File: config.mk
export PLATFORM = sky130hd
export DESIGN_NAME = mem_access_unit
export DESIGN_NICKNAME = d
export VERILOG_FILES = /design/src/rtl/mem_access_unit_pkg.sv /design/src/rtl/mem_access_unit_lane.sv /design/src/rtl/mem_access_unit.sv
export SDC_FILE = /design/constraint.sdc
export NUM_CORES = 1
export LEC_CHECK = 0
export BUFFER_PORTS_ARGS = -buffer_cell sky130_fd_sc_hd__buf_4
export CAP_MARGIN = 20
export CORE_UTILIZATION = 50
export CTS_BUF_LIST = sky130_fd_sc_hd__clkbuf_8
export DETAILED_ROUTE_END_ITERATION = 10
export HOLD_SLACK_MARGIN = 0.02
export PLACE_DENSITY = 0.9
export SLEW_MARGIN = 25
export SYNTH_ARGS = -nofsm -noshare
export SYNTH_HDL_FRONTEND = slang
export SYNTH_SLANG_ARGS = --single-unit
export TNS_END_PERCENT = 1
File: constraint.sdc
create_clock -name clk -period 4.9 [get_ports clk]
set_input_delay 0.98 -clock clk [delete_from_list [all_inputs] [get_ports clk]]
set_output_delay 0.98 -clock clk [all_outputs]
set_load 0.02 [all_outputs]
File: src/rtl/mem_access_unit_pkg.sv
// Shared definitions for the memory access stage: size and write-back codes,
// FSM state encoding and lane helper functions.
package mem_access_unit_pkg;

    localparam logic [1:0] SZ_BYTE = 2'b00;
    localparam logic [1:0] SZ_HALF = 2'b01;
    localparam logic [1:0] SZ_WORD = 2'b10;

    localparam logic [1:0] M2R_ALU  = 2'b00;
    localparam logic [1:0] M2R_LOAD = 2'b01;
    localparam logic [1:0] M2R_PC   = 2'b10;

    typedef enum logic {
        ST_IDLE = 1'b0,
        ST_WAIT = 1'b1
    } state_e;

    // Select the addressed lane of a read word and extend it to 32 bits.
    function automatic logic [31:0] lane_extract(input logic [31:0] rdata,
                                                 input logic [1:0]  off,
                                                 input logic [1:0]  size,
                                                 input logic        sgn);
        logic [31:0] sh;
        logic [31:0] res;
        sh = rdata >> {off, 3'b000};
        case (size)
            SZ_BYTE: res = {{24{sgn & sh[7]}}, sh[7:0]};
            SZ_HALF: res = {{16{sgn & sh[15]}}, sh[15:0]};
            default: res = rdata;
        endcase
        return res;
    endfunction

    // Half accesses need bit 0 clear, word accesses (and the unused code) need both low bits clear.
    function automatic logic is_misaligned(input logic [1:0] size, input logic [1:0] off);
        logic res;
        case (size)
            SZ_BYTE: res = 1'b0;
            SZ_HALF: res = off[0];
            default: res = (off != 2'b00);
        endcase
        return res;
    endfunction

    // Write-back source mux; code 11 falls back to the ALU result.
    function automatic logic [31:0] wb_select(input logic [1:0]  sel,
                                              input logic [31:0] alu,
                                              input logic [31:0] load,
                                              input logic [31:0] pc);
        logic [31:0] res;
        case (sel)
            M2R_LOAD: res = load;
            M2R_PC:   res = pc;
            default:  res = alu;
        endcase
        return res;
    endfunction

endpackage

File: src/rtl/mem_access_unit_lane.sv
// Byte-lane steering: byte enables, store-data replication and load extraction.
module mem_lane_align
    import mem_access_unit_pkg::*;
(
    input  logic [1:0]  size,
    input  logic [1:0]  off,
    input  logic        sgn,
    input  logic [31:0] wdata,
    input  logic [31:0] rdata,
    output logic [3:0]  be,
    output logic [31:0] wdata_rep,
    output logic [31:0] load_data
);

    // Byte enables and replicated store data for the requested access size.
    always_comb begin
        be        = 4'b0000;
        wdata_rep = 32'h0000_0000;
        case (size)
            SZ_BYTE: begin
                be        = 4'b0001 << off;
                wdata_rep = {4{wdata[7:0]}};
            end
            SZ_HALF: begin
                be        = 4'b0011 << off;
                wdata_rep = {2{wdata[15:0]}};
            end
            default: begin
                be        = 4'b1111;
                wdata_rep = wdata;
            end
        endcase
    end

    assign load_data = lane_extract(rdata, off, size, sgn);

endmodule

File: src/rtl/mem_access_unit.sv
// Memory access stage: issues one bus cycle per load/store, waits for ack or
// timeout, and registers the write-back result and status pulses.
module mem_access_unit
    import mem_access_unit_pkg::*;
#(
    parameter int ADDR_W  = 32,
    parameter int TIMEOUT = 16
) (
    input  logic              clk,
    input  logic              reset,
    input  logic              in_valid,
    input  logic              in_rd,
    input  logic              in_wr,
    input  logic [1:0]        in_size,
    input  logic              in_signed,
    input  logic [ADDR_W-1:0] in_addr,
    input  logic [31:0]       in_wdata,
    input  logic [31:0]       in_alu,
    input  logic [31:0]       in_newpc,
    input  logic [1:0]        in_memtoreg,
    input  logic [4:0]        in_dst,
    output logic              stall,
    output logic              bus_req,
    output logic              bus_we,
    output logic [ADDR_W-1:0] bus_addr,
    output logic [3:0]        bus_be,
    output logic [31:0]       bus_wdata,
    input  logic [31:0]       bus_rdata,
    input  logic              bus_ack,
    output logic              wb_valid,
    output logic [4:0]        wb_dst,
    output logic [31:0]       wb_data,
    output logic              misalign_exc,
    output logic              timeout_exc,
    output logic              read_acc,
    output logic              write_acc
);

    localparam logic [7:0] CNT_LAST = 8'(TIMEOUT - 1);

    state_e            state_q, state_d;
    logic [7:0]        cnt_q, cnt_d;
    logic              we_q, we_d;
    logic [ADDR_W-1:0] addr_q, addr_d;
    logic [3:0]        be_q, be_d;
    logic [31:0]       wdata_q, wdata_d;
    logic [1:0]        size_q, size_d;
    logic [1:0]        off_q, off_d;
    logic              sgn_q, sgn_d;
    logic [4:0]        dst_q, dst_d;
    logic              wb_valid_q, wb_valid_d;
    logic [4:0]        wb_dst_q, wb_dst_d;
    logic [31:0]       wb_data_q, wb_data_d;
    logic              mis_q, mis_d;
    logic              tmo_q, tmo_d;
    logic              racc_q, racc_d;
    logic              wacc_q, wacc_d;
    logic              stall_s;

    logic              in_wait_s;
    logic [1:0]        la_size_s;
    logic [1:0]        la_off_s;
    logic              la_sgn_s;
    logic [3:0]        la_be_s;
    logic [31:0]       la_wdata_s;
    logic [31:0]       la_load_s;

    // While waiting, steer with the latched request; otherwise with the live inputs.
    assign in_wait_s = (state_q == ST_WAIT);
    assign la_size_s = in_wait_s ? size_q : in_size;
    assign la_off_s  = in_wait_s ? off_q  : in_addr[1:0];
    assign la_sgn_s  = in_wait_s ? sgn_q  : in_signed;

    mem_lane_align u_lane (
        .size      (la_size_s),
        .off       (la_off_s),
        .sgn       (la_sgn_s),
        .wdata     (in_wdata),
        .rdata     (bus_rdata),
        .be        (la_be_s),
        .wdata_rep (la_wdata_s),
        .load_data (la_load_s)
    );

    // Next-state, request latching, write-back and pulse generation.
    always_comb begin
        state_d    = state_q;
        cnt_d      = cnt_q;
        we_d       = we_q;
        addr_d     = addr_q;
        be_d       = be_q;
        wdata_d    = wdata_q;
        size_d     = size_q;
        off_d      = off_q;
        sgn_d      = sgn_q;
        dst_d      = dst_q;
        wb_valid_d = 1'b0;
        wb_dst_d   = wb_dst_q;
        wb_data_d  = wb_data_q;
        mis_d      = 1'b0;
        tmo_d      = 1'b0;
        racc_d     = 1'b0;
        wacc_d     = 1'b0;
        stall_s    = 1'b0;
        case (state_q)
            ST_IDLE: begin
                if (in_valid) begin
                    if (in_rd || in_wr) begin
                        if (is_misaligned(in_size, in_addr[1:0])) begin
                            mis_d = 1'b1;
                        end else begin
                            stall_s = 1'b1;
                            state_d = ST_WAIT;
                            cnt_d   = 8'd0;
                            we_d    = in_wr;
                            addr_d  = {in_addr[ADDR_W-1:2], 2'b00};
                            be_d    = la_be_s;
                            wdata_d = la_wdata_s;
                            size_d  = in_size;
                            off_d   = in_addr[1:0];
                            sgn_d   = in_signed;
                            dst_d   = in_dst;
                        end
                    end else begin
                        wb_valid_d = 1'b1;
                        wb_dst_d   = in_dst;
                        wb_data_d  = wb_select(in_memtoreg, in_alu, la_load_s, in_newpc);
                    end
                end else begin
                    state_d = ST_IDLE;
                end
            end
            ST_WAIT: begin
                if (bus_ack) begin
                    state_d = ST_IDLE;
                    if (we_q) begin
                        wacc_d = 1'b1;
                    end else begin
                        racc_d     = 1'b1;
                        wb_valid_d = 1'b1;
                        wb_dst_d   = dst_q;
                        wb_data_d  = la_load_s;
                    end
                end else if (cnt_q >= CNT_LAST) begin
                    tmo_d   = 1'b1;
                    state_d = ST_IDLE;
                    cnt_d   = cnt_q + 8'd1;
                end else begin
                    stall_s = 1'b1;
                    cnt_d   = cnt_q + 8'd1;
                end
            end
            default: begin
                state_d = ST_IDLE;
            end
        endcase
    end

    // State, latched request and registered outputs; reset clears everything.
    always_ff @(posedge clk or negedge reset) begin
        if (!reset) begin
            state_q    <= ST_IDLE;
            cnt_q      <= 8'd0;
            we_q       <= 1'b0;
            addr_q     <= '0;
            be_q       <= 4'b0000;
            wdata_q    <= 32'h0000_0000;
            size_q     <= 2'b00;
            off_q      <= 2'b00;
            sgn_q      <= 1'b0;
            dst_q      <= 5'd0;
            wb_valid_q <= 1'b0;
            wb_dst_q   <= 5'd0;
            wb_data_q  <= 32'h0000_0000;
            mis_q      <= 1'b0;
            tmo_q      <= 1'b0;
            racc_q     <= 1'b0;
            wacc_q     <= 1'b0;
        end else begin
            state_q    <= state_d;
            cnt_q      <= cnt_d;
            we_q       <= we_d;
            addr_q     <= addr_d;
            be_q       <= be_d;
            wdata_q    <= wdata_d;
            size_q     <= size_d;
            off_q      <= off_d;
            sgn_q      <= sgn_d;
            dst_q      <= dst_d;
            wb_valid_q <= wb_valid_d;
            wb_dst_q   <= wb_dst_d;
            wb_data_q  <= wb_data_d;
            mis_q      <= mis_d;
            tmo_q      <= tmo_d;
            racc_q     <= racc_d;
            wacc_q     <= wacc_d;
        end
    end

    // Stall is combinational so upstream holds in the same cycle; reset forces it low.
    assign stall        = stall_s & reset;
    assign bus_req      = in_wait_s;
    assign bus_we       = we_q;
    assign bus_addr     = addr_q;
    assign bus_be       = be_q;
    assign bus_wdata    = wdata_q;
    assign wb_valid     = wb_valid_q;
    assign wb_dst       = wb_dst_q;
    assign wb_data      = wb_data_q;
    assign misalign_exc = mis_q;
    assign timeout_exc  = tmo_q;
    assign read_acc     = racc_q;
    assign write_acc    = wacc_q;

endmodule

==> flow_metrics.tcl, run 1 <==
set metrics [dict create \
    reg2reg_depth 8 \
    vdd_drop_max_uv 292 \
    cts_tree "yes" \
    crit_start "bus_req" \
    finalSetupTns_ns 0 \
    area.growth.synth_to_final_pct 35.4 \
    r2r-end "wb_data[6]" \
    arrival_ns 2.47 \
    postCtsSetupBuffers 0 \
    gp_congestion 0.942 \
    cap_violations 0 \
    worstHoldStart "bus_wdata[10]" \
    worstPathCellList "buf_4 -> nor2b_1 -> nand3_1 -> nand2_1 -> and2_1 -> buf_4" \
    drt_first_pass_iters 6 \
    dieArea_sq_um 15000 \
    yosysSeqAreaShare 0.442 \
    synth_warnings 0 \
    slowest_delay_ns 0.62 \
    vias_per_cell 6.04 \
    synth_top_cells_by_area "dfrtp_1, mux2_2, a21oi_1, nand2_1, o21ai_0" \
    cts_max_level 4 \
    ys_ff_latch 128 \
    antenna_found_initial 0 \
    wirelength_microns 24200 \
    clk_pin_slew_ns 0.08 \
    place_hpwl_microns 17500 \
    ant_nets 0 \
    first_global_vias 7067 \
    drt-wirelength-per-cell_microns 20.1 \
    clkLatencyLatePin_ns 0.44 \
    r2r-start "bus_req" \
    die_h_microns 122 \
    p_per_area_nw_per_um2 433 \
    postCtsResizedCells 0 \
    worstPathRequired_ns 3.92 \
    cts-hold-fix-buffers 0 \
    drv_slew 0 \
    io_buffers 286 \
    relSlewSlack 0.316 \
    hold_depth 2 \
    finClkSkew_ns 0.0117 \
    crit_fanout 73 \
    setup_viol 0 \
    drc 0 \
    hp-class "flip-flop to flip-flop" \
    instances_no_fill 1201 \
    grt_max_degree 78 \
    path_class "flip-flop to output pin" \
    fmax_ghz 0.290 \
    crit_buf_inv 2 \
    p_leak_nw 4.66 \
    io_pins 289 \
    synthArstFlopShare 1.00 \
    syn_area_sq_um 7250 \
    critPathLaunchType "flip-flop" \
    drt-initial-drc-count 734 \
    synth.distinct_cells 59 \
    place_inst 1168 \
    syn_inst 755 \
    die_w_microns 122 \
    synth-edff-count 0 \
    endpoint_kind "output pin" \
    cts_buffers 17 \
    cts-root-buf "clkbuf_8" \
    hold_viol 0 \
    worst_path_most_repeated_cell "buf_4" \
    grt_setup_unrepaired "no" \
    worst_pin_slew_ns 1.03 \
    status "completed" \
    clock_path_buffers 2 \
    grt-ovfl-total 0 \
    hold_end "bus_wdata[10]" \
    core_sq_um 14000 \
    drive_above_1_share 0.407 \
    crit_family "simple AND/OR/NAND/NOR gates" \
    synth_ff_type "dfrtp_1" \
    grt_pass1_wl_microns 36900 \
    grt_util_all_layers 0.321 \
    syn_avg_cell_area_sq_um 9.60 \
    clock-sinks 128 \
    row_count 43 \
    finalCritPeriodShare 0.704 \
    num_vias 7253 \
    synth_area_leader_cell "dfrtp_1" \
    start_util 0.518 \
    reg2reg_slack_ns 1.85 \
    fin_nets 1186 \
    crit_slowest_cell "buf_4" \
    period_needed_ns 3.45 \
    synth_top_area_frac 0.442 \
]
[worst max path at each step]
stage                       end  slack [ns]  cells after the start
after CTS                 stall        1.41                      6
after global placement    stall        1.61                      7
after floorplan           stall        1.88                      6
after global routing      stall        1.22                      6
after detailed placement  stall        1.55                      7
final                     stall        1.45                      6
[report_power, final]
group / internal [W] / leakage (nW) / total, W / switching, W
Combinational: 0.000801 / 2.90 / 0.00182 / 0.00101
Sequential: 0.00137 / 1.57 / 0.00159 / 0.000222
Clock: 0.000366 / 0.181 / 0.000846 / 0.000480
[layout by cell type, fill, tap and decap left out, types with 9 or more instances in the layout]
master / instances
o22ai_1: 15
a22oi_1: 16
o21ai_0: 63
buf_4: 301
clkbuf_8: 17
o2bb2ai_1: 16
mux2i_1: 24
dfrtp_1: 127
nand2_1: 97
inv_1: 12
a21oi_1: 78
mux2_2: 62
inv_6: 9
o211ai_2: 10
a2bb2oi_1: 15
o21ai_1: 14
nor2_1: 19
[flip-flops by register name, indices dropped and copies added, names as in the netlist, 2 cells and up]
| signal | cells |
|---|---|
| off_q | 2 |
| wb_data | 32 |
| size_q | 2 |
| bus_wdata | 32 |
| bus_addr | 30 |
| bus_be | 4 |
| cnt_q | 8 |
| wb_dst | 5 |
| dst_q | 5 |
[logic make-up after synthesis]
kind of cell | count (synthesis) | synth area share
multiplexers | 88 | 0.134
flip-flops | 128 | 0.442
other | 1 | 0.000517
AO/OA/AOI/OAI | 280 | 0.259
AND/OR/NAND/NOR | 169 | 0.104
XOR/XNOR | 4 | 0.00483
buffers and inverters | 82 | 0.0504
adder cells (fa/ha/maj) | 3 | 0.00518
[stage by stage]
stage / power [W] / utilization / instance area [sq um] / setup WS, ns / hold slack [ns]
5_1_grt: 0.00447 / 0.702 / 9810 / 1.22 / 0.527
2_1_floorplan: 0.00257 / - / 7250 / 1.88 / 0.474
6_report: 0.00425 / 0.702 / 9820 / 1.45 / 0.489
3_3_place_gp: 0.00334 / 0.675 / 9450 / 1.61 / 0.462
4_1_cts: 0.00425 / 0.701 / 9800 / 1.41 / 0.490
3_5_place_dp: 0.00340 / 0.675 / 9450 / 1.55 / 0.472
[synthesized netlist by cell type, drive strengths merged (12+ instances only)]
library cell	count
a21oi	80
a22oi	16
a2bb2oi	15
buf	26
clkbuf	43
dfrtp	128
inv	12
mux2	63
mux2i	25
nand2	97
nor2	20
o211ai	16
o21ai	77
o22ai	15
o2bb2ai	16
[metal layers]
metal | share of wire | wire length [microns] | up-vias | track usage
li1 | - | - | 3290 | -
met1 | 0.39 | 9340 | 3461 | 0.411
met2 | 0.48 | 11700 | 424 | 0.500
met3 | 0.092 | 2230 | 78 | 0.0953
met4 | 0.037 | 894 | 0 | 0.149
met5 | 0 | 0 | - | 0
[final cells by class]
class | count | area, sq um
Tap cell | 180 | 225
Antenna cell | 1 | 2.50
Timing Repair Buffer | 301 | 2260
Clock inverter | 15 | 124
Inverter | 13 | 48.8
Sequential cell | 128 | 3200
Clock buffer | 17 | 234
Multi-Input combinational cell | 546 | 3720
Fill cell | 1092 | 4170
[tightest hold or removal path: stages, from the launching register on]
cell	delay, ns
dfrtp_1	0.35
nand2_1	0.05
o21ai_0	0.06
No activity file was read; power rests on OpenSTA's default activity.
==> inputs of run 2 (changes only) <==
--- a/config.mk
+++ b/config.mk
@@ -7,11 +7,11 @@
 export LEC_CHECK = 0
 export BUFFER_PORTS_ARGS = -buffer_cell sky130_fd_sc_hd__buf_4
 export CAP_MARGIN = 20
-export CORE_UTILIZATION = 50
+export CORE_UTILIZATION = 46
 export CTS_BUF_LIST = sky130_fd_sc_hd__clkbuf_8
 export DETAILED_ROUTE_END_ITERATION = 10
 export HOLD_SLACK_MARGIN = 0.02
-export PLACE_DENSITY = 0.9
+export PLACE_DENSITY = 0.87
 export SLEW_MARGIN = 25
 export SYNTH_ARGS = -nofsm -noshare
 export SYNTH_HDL_FRONTEND = slang
==> constraint.sdc (replaced) <==
create_clock -name clk -period 2.9 [get_ports clk]
set_input_delay 0.58 -clock clk [delete_from_list [all_inputs] [get_ports clk]]
set_output_delay 0.58 -clock clk [all_outputs]
set_load 0.02 [all_outputs]
==> flow_metrics.tcl, run 2 (same netlist as run 1, synthesis figures left out) <==
set metrics [dict create \
    filler_cell_count 1272 \
    clkLatencyLatePin_ns 0.45 \
    grt_pass1_wl_microns 36700 \
    register_area_sq_um 3200 \
    p_per_area_nw_per_um2 746 \
    cts-hold-fix-buffers 0 \
    cts_tree "yes" \
    die_w_microns 128 \
    endpoint_kind "output pin" \
    io_buffers 286 \
    status "completed" \
    multiInputGateArea_sq_um 3710 \
    grt_util_all_layers 0.294 \
    num_vias 7219 \
    drv_slew 0 \
    instances_no_fill 1235 \
    finalPower_w 0.00746 \
    antenna_found_initial 0 \
    setup_viol 0 \
    finalSetupTns_ns 0 \
    core_sq_um 15300 \
    p_leak_nw 4.73 \
    drc 0 \
    fin_nets 1190 \
    wirelength_microns 23800 \
    cap_violations 0 \
    finalCritPeriodShare 0.919 \
    arrival_ns 2.08 \
    vias_per_cell 5.85 \
    crit_fanout 20 \
    drt_first_pass_iters 7 \
    relSlewSlack 0.422 \
    row_count 45 \
    crit_slowest_cell "dfrtp_2" \
    drt-wirelength-per-cell_microns 19.3 \
    dieArea_sq_um 16300 \
    worstPathRequired_ns 2.32 \
    clock_path_buffers 2 \
    worst_pin_slew_ns 0.867 \
    drt-initial-drc-count 661 \
    reg2reg_slack_ns 0.50 \
    cts_max_level 4 \
    start_util 0.473 \
    grt_setup_unrepaired "no" \
    area.growth.synth_to_final_pct 38.0 \
    finClkSkew_ns 0.00672 \
    vdd_drop_max_uv 517 \
    place_hpwl_microns 17000 \
    worstPathCellList "nor2b_1 -> nand3_1 -> nand2_1 -> and2_1 -> buf_4" \
    period_needed_ns 2.66 \
    first_global_vias 6867 \
    drive_above_1_share 0.409 \
    grt_max_degree 129 \
    clk_pin_slew_ns 0.08 \
    cts_buffers 17 \
    post-route-util 0.653 \
    mostFrequentLayoutCell "buf_4" \
    timing.hold.ws_ns 0.209 \
    hp-class "primary input to async pin" \
    ant_nets 0 \
    r2r-end "wb_data[20]" \
    clock-sinks 128 \
    critPathLaunchType "flip-flop" \
    postCtsResizedCells 0 \
    gp_congestion 0.940 \
    postCtsSetupBuffers 0 \
    slowest_delay_ns 0.59 \
    path_class "flip-flop to output pin" \
    diodes 0 \
    final_cell_mix "buf_4, dfrtp_1, nand2_1" \
    grt-ovfl-total 0 \
    fmax_ghz 0.375 \
    r2r-start "bus_req" \
    cts-root-buf "clkbuf_8" \
    io_pins 289 \
    die_h_microns 128 \
    place_inst 1203 \
    reg2reg_depth 6 \
    hold_viol 0 \
]
[run 2: worst max-delay path, delay by kind of cell (launching register included)]
kind                   cells  cell delay, ns
buffers and inverters      1            0.13
flip-flops                 1            0.59
AND/OR/NAND/NOR            4            0.90
[run 2: area by class of cell]
cell class | count | area share
clock buffers | 17 | 0.0234
clock inverters | 15 | 0.0193
inverters | 13 | 0.00488
multi-input cells | 546 | 0.371
flip-flops and latches | 128 | 0.320
well taps | 211 | 0.0264
repair buffers | 305 | 0.235
[run 2: power by group]
group	internal, W	switching (W)	leakage, nW	total (W)
Sequential	0.00231	0.000374	1.57	0.00269
Combinational	0.00137	0.00170	2.95	0.00307
Clock	0.000877	0.000828	0.210	0.00170
[run 2: worst max path at each step]
stage / to / slack (ns) / depth (start not counted) / from
6_report: stall / 0.24 / 5 / bus_req
5_1_grt: stall / 0.06 / 5 / bus_req
4_1_cts: stall / 0.22 / 5 / bus_req
3_5_place_dp: wb_data[31] / 0.51 / 11 / in_memtoreg[0]
3_3_place_gp: wb_data[31] / 0.57 / 11 / in_memtoreg[0]
2_1_floorplan: wb_data[13] / 0.68 / 10 / in_memtoreg[0]
[run 2: per-layer routing]
layer / global-route usage / vias to the layer above / wire (microns)
met5: 0 / - / 0
met4: 0.135 / 0 / 737
met3: 0.0645 / 53 / 2000
met2: 0.451 / 395 / 11200
met1: 0.397 / 3467 / 9840
li1: - / 3304 / -
[run 2: stage by stage]
stage / setup slack [ns] / instance area (sq um)
floorplan: 0.683 / 7250
global placement: 0.567 / 9580
detailed placement: 0.513 / 9580
CTS: 0.218 / 10000
global route: 0.0552 / 10000
finish: 0.235 / 10000
==> inputs of run 3 (changes only) <==
--- a/config.mk
+++ b/config.mk
@@ -11,9 +11,10 @@
 export CTS_BUF_LIST = sky130_fd_sc_hd__clkbuf_8
 export DETAILED_ROUTE_END_ITERATION = 10
 export HOLD_SLACK_MARGIN = 0.02
-export PLACE_DENSITY = 0.87
+export PLACE_DENSITY = 0.88
 export SLEW_MARGIN = 25
 export SYNTH_ARGS = -nofsm -noshare
 export SYNTH_HDL_FRONTEND = slang
+export SYNTH_HIERARCHICAL = 1
 export SYNTH_SLANG_ARGS = --single-unit
 export TNS_END_PERCENT = 1
==> flow_metrics.tcl, run 3 <==
set metrics [dict create \
    dpl_cell_area_sq_um 9450 \
    gp_congestion 0.883 \
    p_sw_w 0.00332 \
    synth_warnings 6 \
    slowest_delay_ns 0.46 \
    worstPathRequired_ns 2.32 \
    crit_buf_inv 1 \
    internal-power_w 0.00517 \
    num_vias 6604 \
    die_w_microns 127 \
    switching_share 0.392 \
    synth.most_common_cell "dfrtp_1" \
    combPwrFrac 0.455 \
    postCtsSetupBuffers 0 \
    place_inst 1133 \
    cts-hold-fix-buffers 0 \
    p_per_area_nw_per_um2 859 \
    power.share.sequential 0.346 \
    io_buffers 286 \
    fin_nets 1143 \
    grt_util_all_layers 0.281 \
    synth_ff_type "dfrtp_1" \
    grt-ovfl-total 0 \
    hold_viol 0 \
    p_clk_frac 0.199 \
    synthArstFlopShare 1.00 \
    vdd_drop_max_uv 570 \
    clock-sinks 128 \
    cts_max_level 4 \
    syn_area_sq_um 7150 \
    drc 0 \
    cts-root-buf "clkbuf_8" \
    register_area_sq_um 3200 \
    synth-edff-count 0 \
    vias_per_cell 5.67 \
    period_needed_ns 2.58 \
    synth_area_leader_cell "dfrtp_1" \
    grt_setup_unrepaired "no" \
    crit_family "simple AND/OR/NAND/NOR gates" \
    timing.hold.ws_ns 0.306 \
    relSlewSlack 0.416 \
    postCtsResizedCells 0 \
    syn_inst 703 \
    instances_no_fill 1165 \
    crit_fanout 7 \
    filler_cell_count 1222 \
    cts_tree "yes" \
    multiInputGateArea_sq_um 3570 \
    area.growth.synth_to_final_pct 38.2 \
    finalSetupTns_ns 0 \
    use_met1 0.321 \
    drt-wirelength-per-cell_microns 19.0 \
    endpoint_kind "output pin" \
    wirelength_microns 22100 \
    antenna_found_initial 1 \
    yosysSeqAreaShare 0.448 \
    core_sq_um 15200 \
    final_cell_mix "buf_4, dfrtp_1, nand2_1" \
    clock_path_buffers 2 \
    drt-initial-drc-count 359 \
    hp-class "primary input to async pin" \
    ys_ff_latch 128 \
    ant_nets 0 \
    synth_top_area_frac 0.448 \
    synth_top_cells_by_area "dfrtp_1, mux2_2, mux2_1, nand2_1, o21ai_0" \
    worst_pin_slew_ns 0.865 \
    setup_viol 0 \
    synth_common_cells "dfrtp_1, nand2_1, mux2_2, o21ai_0, mux2_1" \
    mostFrequentLayoutCell "buf_4" \
    path_class "flip-flop to output pin" \
    drive_above_1_share 0.431 \
    grt_max_degree 129 \
    dieArea_sq_um 16100 \
    worstPathCellList "nand2b_1 -> or4_4 -> a21boi_1 -> buf_4" \
    finClkSkew_ns 0.00733 \
    cap_violations 0 \
    p_leak_nw 4.61 \
    first_global_vias 6665 \
    io_pins 289 \
    fmax_ghz 0.387 \
    synth.distinct_cells 50 \
    start_util 0.470 \
    design_area_sq_um 9880 \
    clkLatencyLatePin_ns 0.44 \
    arrival_ns 2.00 \
    cts_buffers 17 \
    crit_slowest_cell "dfrtp_2" \
    drv_slew 0 \
    drt_first_pass_iters 5 \
    diodes 0 \
    finalCritPeriodShare 0.890 \
    syn_avg_cell_area_sq_um 10.2 \
    die_h_microns 127 \
    grt_use_met2 0.477 \
    critPathLaunchType "flip-flop" \
    place_hpwl_microns 16500 \
    grt_pass1_wl_microns 34800 \
    row_count 45 \
    top_usage_layer "met2" \
    status "completed" \
    grtUsageMet3 0.0941 \
    clk_pin_slew_ns 0.08 \
]
## run 3: cell count changes in the layout (fill, tap and decap cells not counted), moves of 10 or more
cell and delta:
a21o_1 +32, a21oi_1 -69, a22oi_1 -13, a2bb2oi_1 -15, a31oi_1 +32, mux2_1 +39, nand3b_1 +34, nor2_1 -11
nor3_1 +30, o211ai_2 -10, o21ai_1 -11, o22ai_1 -15, o2bb2ai_1 -15
## run 3: metal layers
| layer | vias to the layer above | routed length [microns] |
|---|---|---|
| li1 | 3040 | - |
| met1 | 3168 | 8300 |
| met2 | 339 | 10800 |
| met3 | 55 | 2120 |
| met4 | 2 | 884 |
| met5 | - | 9 |
## run 3: power by group through the flow
| stage | Combinational [W] | Sequential, W | Clock [W] |
|---|---|---|---|
| floorplan | 0.00142 | 0.00366 | 0 |
| global placement | 0.00379 | 0.00292 | 0 |
| detailed placement | 0.00387 | 0.00295 | 0 |
| CTS | 0.00388 | 0.00293 | 0.00172 |
| global route | 0.00413 | 0.00302 | 0.00180 |
| finish | 0.00386 | 0.00294 | 0.00169 |
## run 3: path summary, 6_finish.rpt
path	from	slack, ns	end	depth (start not counted)
max	bus_req	0.32	stall	4
max in group asynchronous	reset	2.07	bus_req	2
max reg2reg	bus_req	0.43	wb_data[17]	7
min in group clk	in_addr[25]	0.35	bus_addr[25]	2
min reg2reg	off_q[1]	0.49	off_q[1]	1
min	reset	0.31	wb_data[3]	2
## run 3: worst reg2reg max path, delay by kind of cell, from the launching register on
| kind | cells | cell delay [ns] |
|---|---|---|
| AOI/OAI and AO/OA | 3 | 0.73 |
| DFF | 1 | 0.44 |
| and+or+nand+nor | 1 | 0.20 |
| buffers and inverters | 2 | 0.58 |
| muxes | 1 | 0.44 |
## run 3: per-stage QoR
step / worst slack, ns / power [W] / utilization
after floorplan: 0.242 / 0.00508 / -
after global placement: 0.419 / 0.00670 / 0.622
after detailed placement: 0.363 / 0.00682 / 0.622
after CTS: 0.329 / 0.00854 / 0.650
after global routing: 0.225 / 0.00894 / 0.650
final: 0.319 / 0.00849 / 0.650
## run 3: final cells by class
cell class | instances | share of cell area
timing repair buffer | 311 | 0.244
inverter | 8 | 0.00304
multi-input combinational | 498 | 0.361
clock buffer | 17 | 0.0237
sequential | 128 | 0.324
tap | 188 | 0.0238
clock inverter | 15 | 0.0199
## run 3: kinds of logic after synthesis
kind of cell | share of synthesized area
AOI/OAI and AO/OA | 0.142
muxes | 0.205
adders and majority gates | 0.00525
other | 0.000524
and+or+nand+nor | 0.145
buffers and inverters | 0.0544
DFF | 0.448
